### src/rtl/mem_resp_axi.sv
// mem_resp_axi: bridges a simple req/addr_ok/data_ok memory initiator onto
// AXI read and write channels, with exactly one transaction in flight.
// Ports:
//   clk, reset (async, active-high)
//   initiator side : req, we, size, addr, wstrb, wdata -> addr_ok, data_ok, rdata
//   AXI AR         : araddr, arsize, arvalid / arready
//   AXI R          : r_data, rvalid / rready
//   AXI AW         : awaddr, awsize, awvalid / awready
//   AXI W          : w_data, w_strb, wvalid / wready
//   AXI B          : bvalid / bready (response code not used)
module mem_resp_axi (
    input  logic        clk,
    input  logic        reset,
    input  logic        req,
    input  logic        we,
    input  logic [1:0]  size,
    input  logic [31:0] addr,
    input  logic [3:0]  wstrb,
    input  logic [31:0] wdata,
    output logic        addr_ok,
    output logic        data_ok,
    output logic [31:0] rdata,
    output logic [31:0] araddr,
    output logic [2:0]  arsize,
    output logic        arvalid,
    input  logic        arready,
    input  logic [31:0] r_data,
    input  logic        rvalid,
    output logic        rready,
    output logic [31:0] awaddr,
    output logic [2:0]  awsize,
    output logic        awvalid,
    input  logic        awready,
    output logic [31:0] w_data,
    output logic [3:0]  w_strb,
    output logic        wvalid,
    input  logic        wready,
    input  logic        bvalid,
    output logic        bready
);

    typedef enum logic [2:0] {
        S_IDLE    = 3'd0,
        S_RD_ADDR = 3'd1,
        S_RD_DATA = 3'd2,
        S_WR_REQ  = 3'd3,
        S_WR_RESP = 3'd4
    } state_t;

    state_t      r_state;
    logic [31:0] r_addr;
    logic [2:0]  r_size;
    logic [3:0]  r_wstrb;
    logic [31:0] r_wdata;
    logic        r_arvalid;
    logic        r_rready;
    logic        r_awvalid;
    logic        r_wvalid;
    logic        r_bready;
    logic        r_aw_done;
    logic        r_w_done;

    logic        w_addr_ok;
    logic        w_aw_fire;
    logic        w_w_fire;
    logic        w_wr_all_done;

    // Acceptance is held off while reset is high even though state reads IDLE.
    assign w_addr_ok = req && (r_state == S_IDLE) && !reset;

    assign w_aw_fire     = r_awvalid && awready;
    assign w_w_fire      = r_wvalid && wready;
    // Both halves done, counting a handshake that completes this very cycle.
    assign w_wr_all_done = (r_aw_done || w_aw_fire) && (r_w_done || w_w_fire);

    assign addr_ok = w_addr_ok;
    assign data_ok = ((r_state == S_RD_DATA) && rvalid) ||
                     ((r_state == S_WR_RESP) && bvalid);
    assign rdata   = r_data;

    // AXI payloads come only from the captured request, never the live inputs.
    assign araddr  = r_addr;
    assign arsize  = r_size;
    assign awaddr  = r_addr;
    assign awsize  = r_size;
    assign w_data  = r_wdata;
    assign w_strb  = r_wstrb;
    assign arvalid = r_arvalid;
    assign rready  = r_rready;
    assign awvalid = r_awvalid;
    assign wvalid  = r_wvalid;
    assign bready  = r_bready;

    // Transaction FSM with registered handshake outputs.
    always_ff @(posedge clk or posedge reset) begin
        if (reset) begin
            r_state   <= S_IDLE;
            r_addr    <= 32'd0;
            r_size    <= 3'd0;
            r_wstrb   <= 4'd0;
            r_wdata   <= 32'd0;
            r_arvalid <= 1'b0;
            r_rready  <= 1'b0;
            r_awvalid <= 1'b0;
            r_wvalid  <= 1'b0;
            r_bready  <= 1'b0;
            r_aw_done <= 1'b0;
            r_w_done  <= 1'b0;
        end else begin
            case (r_state)
                S_IDLE: begin
                    if (w_addr_ok) begin
                        r_addr  <= addr;
                        // Reserved size code 3 is sent as a word.
                        r_size  <= (size == 2'd3) ? 3'd2 : {1'b0, size};
                        r_wstrb <= wstrb;
                        r_wdata <= wdata;
                        if (we) begin
                            r_state   <= S_WR_REQ;
                            r_awvalid <= 1'b1;
                            r_wvalid  <= 1'b1;
                        end else begin
                            r_state   <= S_RD_ADDR;
                            r_arvalid <= 1'b1;
                        end
                    end
                end
                S_RD_ADDR: begin
                    if (arready) begin
                        r_arvalid <= 1'b0;
                        r_rready  <= 1'b1;
                        r_state   <= S_RD_DATA;
                    end
                end
                S_RD_DATA: begin
                    if (rvalid) begin
                        r_rready <= 1'b0;
                        r_state  <= S_IDLE;
                    end
                end
                S_WR_REQ: begin
                    if (w_wr_all_done) begin
                        r_awvalid <= 1'b0;
                        r_wvalid  <= 1'b0;
                        r_aw_done <= 1'b0;
                        r_w_done  <= 1'b0;
                        r_bready  <= 1'b1;
                        r_state   <= S_WR_RESP;
                    end else begin
                        if (w_aw_fire) begin
                            r_awvalid <= 1'b0;
                            r_aw_done <= 1'b1;
                        end
                        if (w_w_fire) begin
                            r_wvalid <= 1'b0;
                            r_w_done <= 1'b1;
                        end
                    end
                end
                S_WR_RESP: begin
                    if (bvalid) begin
                        r_bready <= 1'b0;
                        r_state  <= S_IDLE;
                    end
                end
                default: begin
                    r_state <= S_IDLE;
                end
            endcase
        end
    end

endmodule

### config.mk
export PLATFORM = sky130hd
export DESIGN_NAME = mem_resp_axi
export DESIGN_NICKNAME = d
export VERILOG_FILES = /design/src/rtl/mem_resp_axi.sv
export SDC_FILE = /design/constraint.sdc
export NUM_CORES = 1
export LEC_CHECK = 0
export BUFFER_PORTS_ARGS = -buffer_cell sky130_fd_sc_hd__buf_2
export CAP_MARGIN = 30
export CELL_PAD_IN_SITES_DETAIL_PLACEMENT = 0
export CELL_PAD_IN_SITES_GLOBAL_PLACEMENT = 1
export CORE_ASPECT_RATIO = 1.4
export CORE_MARGIN = 2
export CORE_UTILIZATION = 29
export CTS_BUF_LIST = sky130_fd_sc_hd__clkbuf_2
export CTS_CLUSTER_SIZE = 25
export DETAILED_ROUTE_END_ITERATION = 8
export PLACE_DENSITY = 0.89
export SYNTH_ARGS = -nofsm -noshare
export SYNTH_HDL_FRONTEND = slang
export SYNTH_SLANG_ARGS = --single-unit
### constraint.sdc
create_clock -name clk -period 3.1 [get_ports clk]
set_input_delay 0.31 -clock clk [delete_from_list [all_inputs] [get_ports clk]]
set_output_delay 0.31 -clock clk [all_outputs]
set_load 0.02 [all_outputs]
== Yosys cells after proc, flatten, opt, wreduce, memory -nomap -nowiden ==
Cells that the tools add are included.

* Eq/ne operators: 14
* Multiplexer cells: 30
* Reductions and logical operators: 27

{| class="wikitable"
|+ Operator list
! kind !! number
|-
| $mux 1 || 17
|-
| $mux 3 || 5
|-
| $pmux 3 s5 || 1
|-
| $ne 2x2->1 const B || 7
|-
| $reduce_and 4->1 || 3
|-
| $reduce_bool 2->1 || 6
|-
| $pmux 1 s2 || 5
|-
| $logic_and 1x1->1 || 7
|-
| $eq 3x2->1 const B || 2
|-
| $ne 3x3->1 const B || 2
|-
| $reduce_and 2->1 || 3
|-
| $reduce_and 3->1 || 2
|-
| $reduce_and 5->1 || 1
|-
| $mux 2 || 2
|-
| $eq 3x1->1 const B || 1
|-
| $eq 3x3->1 const B || 1
|-
| $logic_not 3->1 || 1
|-
| $logic_or 1x1->1 || 3
|-
| $eq 2x2->1 const B || 1
|-
| $logic_not 1->1 || 1
|}

* Flip-flop bits (word level): 81
* Bits of input ports: 111
* Output and inout port bits: 145
* Word-level logic and storage cells: 83

== Longest topological paths before layout ==
Gate-level depths: netlist of the first run.

* Depth in word-level cells: 5
* Gate-level depth with buffers: 7
* Mapped depth without buffers: 5

== Worst setup path before layout of the first run ==
Ideal clock, no wire load.

* Path kind: register to output
* From: reg r_state[0]
* To: out addr_ok
* Data arrival time: 1.447 ns
* Required time: 2.790 ns
* Path slack: 1.343 ns
* Stages on the path, launching flop included: 6
* Buffers on the path: 2
* Cells stage by stage: dfrtp_1 > or3b_4 > or3_1 > buf_4 > inv_6 > buf_6

* Cells in the longest elaborated chain, start to end: 3

{| class="wikitable"
|+ Ends and longest elaborated chain
! what !! line !! source
|-
| from (decl) || 50 || <nowiki>state_t r_state;</nowiki>
|-
| from (signal assigned) || 97 || <nowiki>r_state <= S_IDLE;</nowiki>
|-
| from (signal assigned) || 119 || <nowiki>r_state <= S_WR_REQ;</nowiki>
|-
| from (signal assigned) || 123 || <nowiki>r_state <= S_RD_ADDR;</nowiki>
|-
| $logic_not 3->1 || 69 || <nowiki>assign w_addr_ok = req && (r_state == S_IDLE) && !reset;</nowiki>
|-
| $logic_and 1x1->1 (2 in series) || 69 ||
|-
| to (decl) || 20 || <nowiki>output logic addr_ok,</nowiki>
|}

Every way passes these cells.

== Worst setup path in the final report of the first run ==
Ends and elaborated chain as after synthesis.

==> results.py, run 1 <==
metrics = {
    "floorplan": {
        "core_area_um2": 12400,
        "rows": 48,
        "die_h_um": 138,
        "die_w_um": 99.6,
        "io_pins": 256,
        "dieArea_um2": 13700,
        "initial_utilization": 0.299,
    },
    "sta": {
        "hold-worst-slack_ns": 0.0890,
        "tns_ns": 0,
        "worstMarginPinSlew_ns": 0.778,
        "setup_violations": 0,
        "maxSlewHeadroom": 0.481,
        "fmax_mhz": 348,
        "skew_ns": 0.0293,
        "rsz0062_at_grt": "false",
        "timing.final.crit_share": 0.927,
        "maxSlewViolCount": 0,
        "fin_crit_ns": 2.87,
        "hold_viol_final": 0,
    },
    "final_layout": {
        "fillers": 1247,
        "layoutNonFillerInstCount": 775,
        "final_nets": 730,
        "drive_gt1_frac": 0.337,
        "final_common_cell": "nand2_1",
        "areaGrowthSynthToFinish_pct": 37.1,
        "final_cell_mix": "213 x nand2_1, 189 x buf_2, 80 x dfrtp_1",
    },
    "logic_synthesis": {
        "syn-cell-area_um2": 3710,
        "synth_cell_types": 27,
        "ys_ff_latch": 80,
        "synth_warnings": 0,
        "synth_cells": 426,
        "synth_area_per_cell_um2": 8.71,
        "synth_seq_area_share": 0.539,
    },
    "grt": {
        "grt_pass1_wl_mm": 15.4,
        "antenna_found_initial": 1,
        "grt_overflow": 0,
        "grt_pass1_vias": 3324,
        "grtUsageTotal": 0.144,
        "grt_max_degree": 73,
    },
    "clock_tree": {
        "clkLatencyLatePin_ns": 0.50,
        "cts_tree": "built",
        "clk_pin_slew_worst_paths_ns": 0.23,
        "clk_root_buffer_cell": "clkbuf_2",
        "clockBufferDepth": 2,
        "htreeDepth": 3,
        "tritoncts.num_buffers": 9,
        "clock-sinks": 80,
        "cts-resized-gates": 0,
    },
    "setup_path": {
        "end_kind": "output port",
        "critPathKind": "flip-flop to output port",
        "critPathSlowestCell": "dfrtp_1",
        "worstPathArrival_ns": 2.56,
        "critPathLaunchType": "flip-flop",
        "slowest_delay_ns": 0.54,
        "worstPathMaxFanout": 48,
        "worstPathRequired_ns": 2.79,
        "cp_top_family": "simple AND/OR/NAND/NOR gates",
        "path_buf_inv": 2,
        "path_cells": "or3b_4, or3_2, inv_6, buf_2",
    },
    "route": {
        "postRouteAntennaNets": 0,
        "wl_per_cell_um": 13.5,
        "wirelength_mm": 10.4,
        "first_iter_violations": 99,
        "drc": 0,
        "vias": 3397,
        "drt-vias-per-instance": 4.38,
        "dr.pass1.iters": 5,
    },
    "place": {
        "hpwl_mm": 6.87,
        "io_buffers": 189,
        "dp_cells": 685,
        "gp_congestion": 0.772,
    },
    "power": {
        "ir_drop_v": 0.000333,
        "power_density_nw_per_um2": 945,
        "finalPower_uw": 4810,
        "p_leak_uw": 0.00290,
    },
    "worst_hold_path": {
        "hold_path.class": "input pin to flip-flop",
    },
    "flow_run": {
        "drv_cap": 0,
    },
    "outcome": {
        "outcome": "completed",
    },
}
final timing paths:
check	startpoint	slack, ns	depth (start not counted)	end
setup / recovery	r_state[0]$_DFFE_PP0P_	0.23	4	addr_ok
setup reg to reg	r_state[0]$_DFFE_PP0P_	0.74	6	araddr[30]$_DFFE_PP0P_
hold reg to reg	w_data[26]$_DFFE_PP0P_	0.50	2	w_data[26]$_DFFE_PP0P_
hold / removal	wready	0.09	3	r_w_done$_DFFE_PP0P_
max in group asynchronous	reset	1.97	4	araddr[9]$_DFFE_PP0P_
min in group asynchronous	reset	0.34	3	r_state[1]$_DFFE_PP0P_
cell usage after synthesis:
master | instances | area, um^2
dfrtp_1 | 80 | 2000
buf_4 | 70 | 526
nor3_1 | 1 | 5.00
conb_1 | 1 | 3.75
buf_2 | 7 | 35.0
nor4b_1 | 1 | 8.76
or3b_4 | 1 | 11.3
nand2_1 | 213 | 800
or3_1 | 2 | 12.5
a21oi_1 | 9 | 45.0
inv_1 | 4 | 15.0
nor2b_1 | 3 | 18.8
nor2_1 | 8 | 30.0
o21ai_1 | 3 | 15.0
a221o_1 | 2 | 20.0
nand2b_1 | 1 | 6.26
nor4_1 | 1 | 6.26
nand3_1 | 2 | 10.0
o311a_1 | 1 | 10.0
or2_1 | 2 | 12.5
clkbuf_1 | 2 | 7.51
inv_6 | 1 | 8.76
o21ai_0 | 1 | 5.00
a21o_1 | 1 | 7.51
mux2i_1 | 1 | 10.0
a31oi_1 | 2 | 12.5
buf_6 | 6 | 67.6
worst reg2reg max path, delay by kind of cell, from the launching register on:
kind          cells  cell delay, ns
simple gates      4            1.10
buf+inv           2            0.67
flops             1            0.54
cell type report:
cell class                      instances  area [um^2]  share of cell area
Antenna cell                            1         2.50            0.000492
Clock buffer                            9         45.0             0.00886
Clock inverter                          7         62.6              0.0123
Inverter                                5         25.0             0.00492
Multi-Input combinational cell        257         1050               0.207
Sequential cell                        80         2000               0.394
Tap cell                              150          188              0.0369
Timing Repair Buffer                  266         1710               0.336
layer usage:
layer  part of all wire  vias to the layer above  GRT usage
met3              0.054                       41     0.0297
met5                  0                        -          0
met2               0.52                      170      0.257
met4              0.042                        0     0.0936
li1                   -                     1624          -
met1               0.38                     1562      0.154
state kept, by name, summed over array words and instances, names as in the netlist, 2 cells and up:
name     count
w_strb       4
w_data      32
arsize       2
r_state      3
araddr      32
where the power goes:
group / switching, uW / internal (uW)
Combinational: 1610 / 815
Sequential: 328 / 1510
Clock: 363 / 179
what timing repair did:
| item | CTS | global route |
|---|---|---|
| hold buffers | 73 | 0 |
| endpoints found under the setup margin | 0 | 0 |
| setup buffers | 0 | 0 |
| hold endpoints to repair | 99 | 0 |
per-stage QoR:
step	setup WS, ns	area, um^2	util
final	0.226	5090	0.409
after global routing	0.0603	5090	0.409
after CTS	0.145	5080	0.409
after detailed placement	0.825	4250	0.341
after global placement	0.852	4250	0.341
after floorplan	0.738	3710	-
logic make-up after synthesis:
family / count (synthesis) / synth area share
compound gates: 19 / 0.0310
buf+inv: 90 / 0.178
flops: 80 / 0.539
mux: 1 / 0.00270
other cells: 1 / 0.00101
simple gates: 235 / 0.248
(Power assumes the default switching activity.)
==> run 2, diff against run 1 <==
--- a/config.mk
+++ b/config.mk
@@ -15,7 +15,7 @@
 export CTS_BUF_LIST = sky130_fd_sc_hd__clkbuf_2
 export CTS_CLUSTER_SIZE = 25
 export DETAILED_ROUTE_END_ITERATION = 8
-export PLACE_DENSITY = 0.89
+export PLACE_DENSITY_LB_ADDON = 0.1
 export SYNTH_ARGS = -nofsm -noshare
 export SYNTH_HDL_FRONTEND = slang
 export SYNTH_SLANG_ARGS = --single-unit
==> run 2 against run 1 <==
  * Critical path depth is the same
  * Sequential power is essentially flat
  * Clock skew grew 0.018 ns
  * Clock power grew 17%
  * Worst hold slack lost 0.015 ns
  * Utilization grew 0.27 points
  * Cell count shrank 0.13%
  * First-iteration DRC count shrank 4.0%
  * Critical path type unchanged
  * Maximum frequency grew 0.31%
==> results.py, run 2 (synthesized netlist as in run 1, its figures left out) <==
metrics = {
    "clock_tree": {
        "clkLatencyLatePin_ns": 0.54,
        "htreeDepth": 3,
        "tritoncts.num_buffers": 9,
        "cts_setup_buffers": 0,
        "clockBufferDepth": 2,
        "cts_tree": "built",
        "clk_root_buffer_cell": "clkbuf_2",
        "clock-sinks": 80,
        "clk_pin_slew_worst_paths_ns": 0.25,
    },
    "final_layout": {
        "areaGrowthSynthToFinish_pct": 38.0,
        "drive_gt1_frac": 0.339,
        "final_cell_mix": "213 x nand2_1, 189 x buf_2, 80 x dfrtp_1",
        "final_common_cell": "nand2_1",
        "fillers": 1326,
        "fin_area_um2": 5120,
        "final_nets": 729,
    },
    "sta": {
        "timing.final.crit_share": 0.924,
        "fin_crit_ns": 2.87,
        "rsz0062_at_grt": "false",
        "fmax_mhz": 349,
        "hold_viol_final": 0,
        "maxSlewViolCount": 0,
        "maxSlewHeadroom": 0.473,
        "setup_violations": 0,
        "layout_setup_ws_ns": 0.235,
        "worstMarginPinSlew_ns": 0.791,
        "tns_ns": 0,
        "skew_ns": 0.0469,
    },
    "outcome": {
        "outcome": "completed",
    },
    "power": {
        "pwr-share-seq": 0.377,
        "clock_power_share": 0.130,
        "p_int_uw": 2590,
        "power_density_nw_per_um2": 953,
        "ir_drop_v": 0.000320,
        "switching_power_uw": 2280,
        "power_frac_comb": 0.493,
        "switching_share": 0.468,
        "p_leak_uw": 0.00291,
    },
    "place": {
        "io_buffers": 189,
        "postPlaceCellArea_um2": 4250,
        "gp_congestion": 0.714,
        "dpl_worst_slack_ns": 0.768,
        "hpwl_mm": 6.98,
    },
    "setup_path": {
        "worstPathMaxFanout": 52,
        "cp_top_family": "simple AND/OR/NAND/NOR gates",
        "worst-r2r-setup-slack_ns": 0.78,
        "rr_startpoint": "r_state[0]$_DFFE_PP0P_",
        "worstPathArrival_ns": 2.56,
        "path_buf_inv": 2,
        "critPathLaunchType": "flip-flop",
        "end_kind": "output port",
        "path_cells": "or3b_4, or3_2, inv_8, buf_2",
        "critPathKind": "flip-flop to output port",
        "reg2reg_to": "w_data[13]$_DFFE_PP0P_",
        "worstPathRequired_ns": 2.79,
        "r2r_cells": 6,
        "critPathSlowestCell": "dfrtp_1",
        "slowest_delay_ns": 0.55,
    },
    "flow_run": {
        "drv_cap": 0,
    },
    "floorplan": {
        "die_h_um": 138,
        "initial_utilization": 0.299,
        "core_area_um2": 12400,
        "io_pins": 256,
        "die_w_um": 99.6,
        "dieArea_um2": 13700,
        "rows": 48,
    },
    "grt": {
        "antenna_found_initial": 1,
        "grtUsageTotal": 0.148,
        "use_met3": 0.0237,
        "grt_pass1_vias": 3253,
        "grt_overflow": 0,
        "grt_use_met2": 0.273,
        "met1_usage": 0.164,
        "busiest_layer": "met2",
        "grt_max_degree": 73,
        "grt_pass1_wl_mm": 15.8,
    },
    "route": {
        "wl_per_cell_um": 13.3,
        "first_iter_violations": 95,
        "vias": 3303,
        "drt-vias-per-instance": 4.27,
        "drc": 0,
        "dr.pass1.iters": 6,
        "wirelength_mm": 10.3,
        "postRouteAntennaNets": 0,
    },
    "worst_hold_path": {
        "min_path_cells": 4,
        "hold_end": "arvalid$_DFFE_PP0P_",
        "hold_path.class": "input pin to flip-flop",
        "holdCritStartpoint": "arready",
    },
}
## run 2: changes by cell type in the layout (fill, tap and decap cells not counted), sizes merged
| cell | before | now |
|---|---|---|
| clkinv | 6 | 3 |
| buf | 193 | 192 |
| bufinv | 1 | 2 |
| clkbuf | 9 | 10 |
| clkinvlp | 1 | 2 |
## run 2: how the worst max path moves through the flow
stage	from	to	slack (ns)	depth (start not counted)
after floorplan	reset	araddr[0]$_DFFE_PP0P_	0.74	1
after global placement	r_state[0]$_DFFE_PP0P_	addr_ok	0.78	4
after detailed placement	r_state[0]$_DFFE_PP0P_	w_data[28]$_DFFE_PP0P_	0.77	6
after CTS	r_state[0]$_DFFE_PP0P_	addr_ok	0.09	4
after global routing	r_state[0]$_DFFE_PP0P_	addr_ok	0.07	4
final	r_state[0]$_DFFE_PP0P_	addr_ok	0.23	4
## run 2: stage by stage
stage	hold slack, ns	std cells	power (uW)	utilization
final	0.0735	774	4880	0.412
after CTS	0.00291	773	4960	0.411
after global routing	0.0426	774	5240	0.412
after global placement	0.454	684	4220	0.342
after floorplan	0.415	427	3690	-
after detailed placement	0.457	684	4240	0.342
## run 2: timing repair
item,in CTS,in global routing
hold buffers,73,0
hold endpoints to repair,112,0
resized for setup,0,1
setup endpoints to repair,0,1
## run 2: worst register-to-register path, stage by stage (launching register included)
cell     delay, ns
dfrtp_1       0.55
or3b_4        0.46
or3_2         0.49
inv_8         0.27
buf_4         0.32
nand2_1       0.08
nand2_1       0.05
## run 2: area by class of cell
cell class                 count  area, um^2  area share
antenna                        1        2.50    0.000489
clock buffer                  10        50.0     0.00978
clock inverter                 6        83.8      0.0164
inverter                       5        27.5     0.00538
multi-input combinational    257        1050       0.206
sequential                    80        2000       0.391
tap                          150         188      0.0367
timing repair buffer         265        1710       0.334
## run 2: layer usage
| layer | vias up | wire, um |
|---|---|---|
| met5 | - | 0 |
| met4 | 0 | 170 |
| met3 | 11 | 465 |
| met2 | 131 | 5580 |
| met1 | 1540 | 4050 |
| li1 | 1621 | - |
## run 2: power by group through the flow
stage,Sequential (uW),Clock (uW),Combinational (uW)
4_1_cts,1850,671,2440
2_1_floorplan,2380,0,1310
5_1_grt,1910,707,2630
3_3_place_gp,1860,0,2360
3_5_place_dp,1870,0,2360
6_report,1840,635,2400
==> run 3, diff against run 2 <==
==> constraint.sdc (replaced) <==
create_clock -name clk -period 3.1 [get_ports clk]
set_input_delay 0.155 -clock clk [delete_from_list [all_inputs] [get_ports clk]]
set_output_delay 0.155 -clock clk [all_outputs]
set_load 0.02 [all_outputs]
==> run 3 against run 2 <==
  * Clock skew fell by 0.019 ns
  * Via count fell by 0.54%
  * Critical path depth did not move
  * Clock power barely moved
  * Clock-buffer cell count did not move
  * Sequential share of layout area fell by 0.47 points
  * Maximum frequency rose by 3.5%
==> results.py, run 3 (synthesized netlist as in run 1, its figures left out) <==
metrics = {
    "clock_tree": {
        "clock-sinks": 80,
        "clockBufferDepth": 2,
        "tritoncts.num_buffers": 9,
        "clkLatencyLatePin_ns": 0.52,
        "htreeDepth": 3,
        "cts_setup_buffers": 0,
        "cts_tree": "built",
        "clk_pin_slew_worst_paths_ns": 0.20,
        "clk_root_buffer_cell": "clkbuf_2",
    },
    "grt": {
        "grtUsageTotal": 0.144,
        "met1_usage": 0.164,
        "use_met3": 0.0262,
        "grt_overflow": 0,
        "grt_max_degree": 73,
        "grt_pass1_vias": 3091,
        "antenna_found_initial": 1,
        "busiest_layer": "met2",
        "grt_use_met2": 0.253,
        "grt_pass1_wl_mm": 15.2,
    },
    "place": {
        "io_buffers": 189,
        "postPlaceCellArea_um2": 4270,
        "dp_cells": 686,
        "hpwl_mm": 6.96,
        "gp_congestion": 0.725,
    },
    "setup_path": {
        "critPathSlowestCell": "dfrtp_1",
        "worstPathRequired_ns": 2.94,
        "worstPathMaxFanout": 61,
        "worstPathArrival_ns": 2.61,
        "critPathLaunchType": "flip-flop",
        "critPathKind": "flip-flop to output port",
        "end_kind": "output port",
        "path_cells": "or3b_4, or3_2, inv_6, buf_2",
        "slowest_delay_ns": 0.53,
    },
    "route": {
        "dr.pass1.iters": 4,
        "drt-vias-per-instance": 4.21,
        "wirelength_mm": 10.0,
        "postRouteAntennaNets": 0,
        "first_iter_violations": 107,
        "vias": 3285,
        "drc": 0,
        "wl_per_cell_um": 12.9,
    },
    "sta": {
        "fin_crit_ns": 2.77,
        "tns_ns": 0,
        "timing.final.crit_share": 0.893,
        "hold_viol_final": 0,
        "worstMarginPinSlew_ns": 0.783,
        "setup_violations": 0,
        "skew_ns": 0.0279,
        "rsz0062_at_grt": "false",
        "maxSlewHeadroom": 0.478,
        "maxSlewViolCount": 0,
        "fmax_mhz": 361,
    },
    "floorplan": {
        "die_h_um": 138,
        "io_pins": 256,
        "die_w_um": 99.6,
        "core_area_um2": 12400,
        "rows": 48,
        "initial_utilization": 0.299,
        "dieArea_um2": 13700,
    },
    "final_layout": {
        "seq_area_um2": 2000,
        "final_cell_mix": "213 x nand2_1, 189 x buf_2, 80 x dfrtp_1",
        "drive_gt1_frac": 0.338,
        "multi_input_area_um2": 1050,
        "final_common_cell": "nand2_1",
        "fin_area_um2": 5180,
        "final_nets": 736,
        "layoutNonFillerInstCount": 781,
        "fillers": 1318,
        "areaGrowthSynthToFinish_pct": 39.6,
    },
    "outcome": {
        "outcome": "completed",
    },
    "worst_hold_path": {
        "hold_path.class": "input pin to async pin",
    },
    "flow_run": {
        "drv_cap": 0,
    },
    "power": {
        "finalPower_uw": 4880,
        "p_leak_uw": 0.00293,
        "ir_drop_v": 0.000356,
        "power_density_nw_per_um2": 941,
    },
}
run 3: cell type report:
cell class,instances,area share
multi-input combinational,257,0.204
inverter,5,0.00483
antenna,1,0.000483
timing repair buffer,272,0.343
clock inverter,6,0.0162
tap,150,0.0362
sequential,80,0.386
clock buffer,10,0.00966
run 3: what timing repair did:
action	4_1_cts	5_1_grt
hold buffers	78	0
endpoints found under the hold margin	145	0
resized for setup	0	0
run 3: path summary, 6_finish.rpt:
| kind | startpoint | endpoint | slack [ns] | depth (start not counted) |
|---|---|---|---|---|
| min reg2reg | w_data[8]$_DFFE_PP0P_ | w_data[8]$_DFFE_PP0P_ | 0.50 | 2 |
| min | reset | w_strb[0]$_DFFE_PP0P_ | 0.13 | 3 |
| max in group asynchronous | reset | araddr[1]$_DFFE_PP0P_ | 2.21 | 5 |
| max | r_state[0]$_DFFE_PP0P_ | addr_ok | 0.33 | 4 |
| max reg2reg | r_state[0]$_DFFE_PP0P_ | arvalid$_DFFE_PP0P_ | 0.38 | 6 |
| min in group clk | req | wvalid$_DFFE_PP0P_ | 0.31 | 4 |
run 3: stage by stage:
stage                      util  hold WS, ns  worst slack [ns]
after floorplan               -        0.260             0.893
after global placement    0.341        0.310             0.848
after detailed placement  0.343        0.157             0.850
after CTS                 0.417       0.0796             0.253
after global routing      0.417        0.102             0.159
final                     0.417        0.131             0.332
run 3: power breakdown:
group / total [uW] / switching (uW) / internal, uW
sequential: 1830 / 322 / 1510
clock: 632 / 366 / 266
combinational: 2410 / 1580 / 827
total: 4880 / 2270 / 2610
run 3: metal layers:
layer	up-vias	share of wire
met4	0	0.022
met3	16	0.049
met5	-	0
met1	1507	0.40
li1	1634	-
met2	128	0.53
run 3: critical path, delay by kind of cell, from the launching register on:
family	cells	cell delay [ns]
DFF	1	0.53
and+or+nand+nor	2	0.92
buffers and inverters	2	0.64
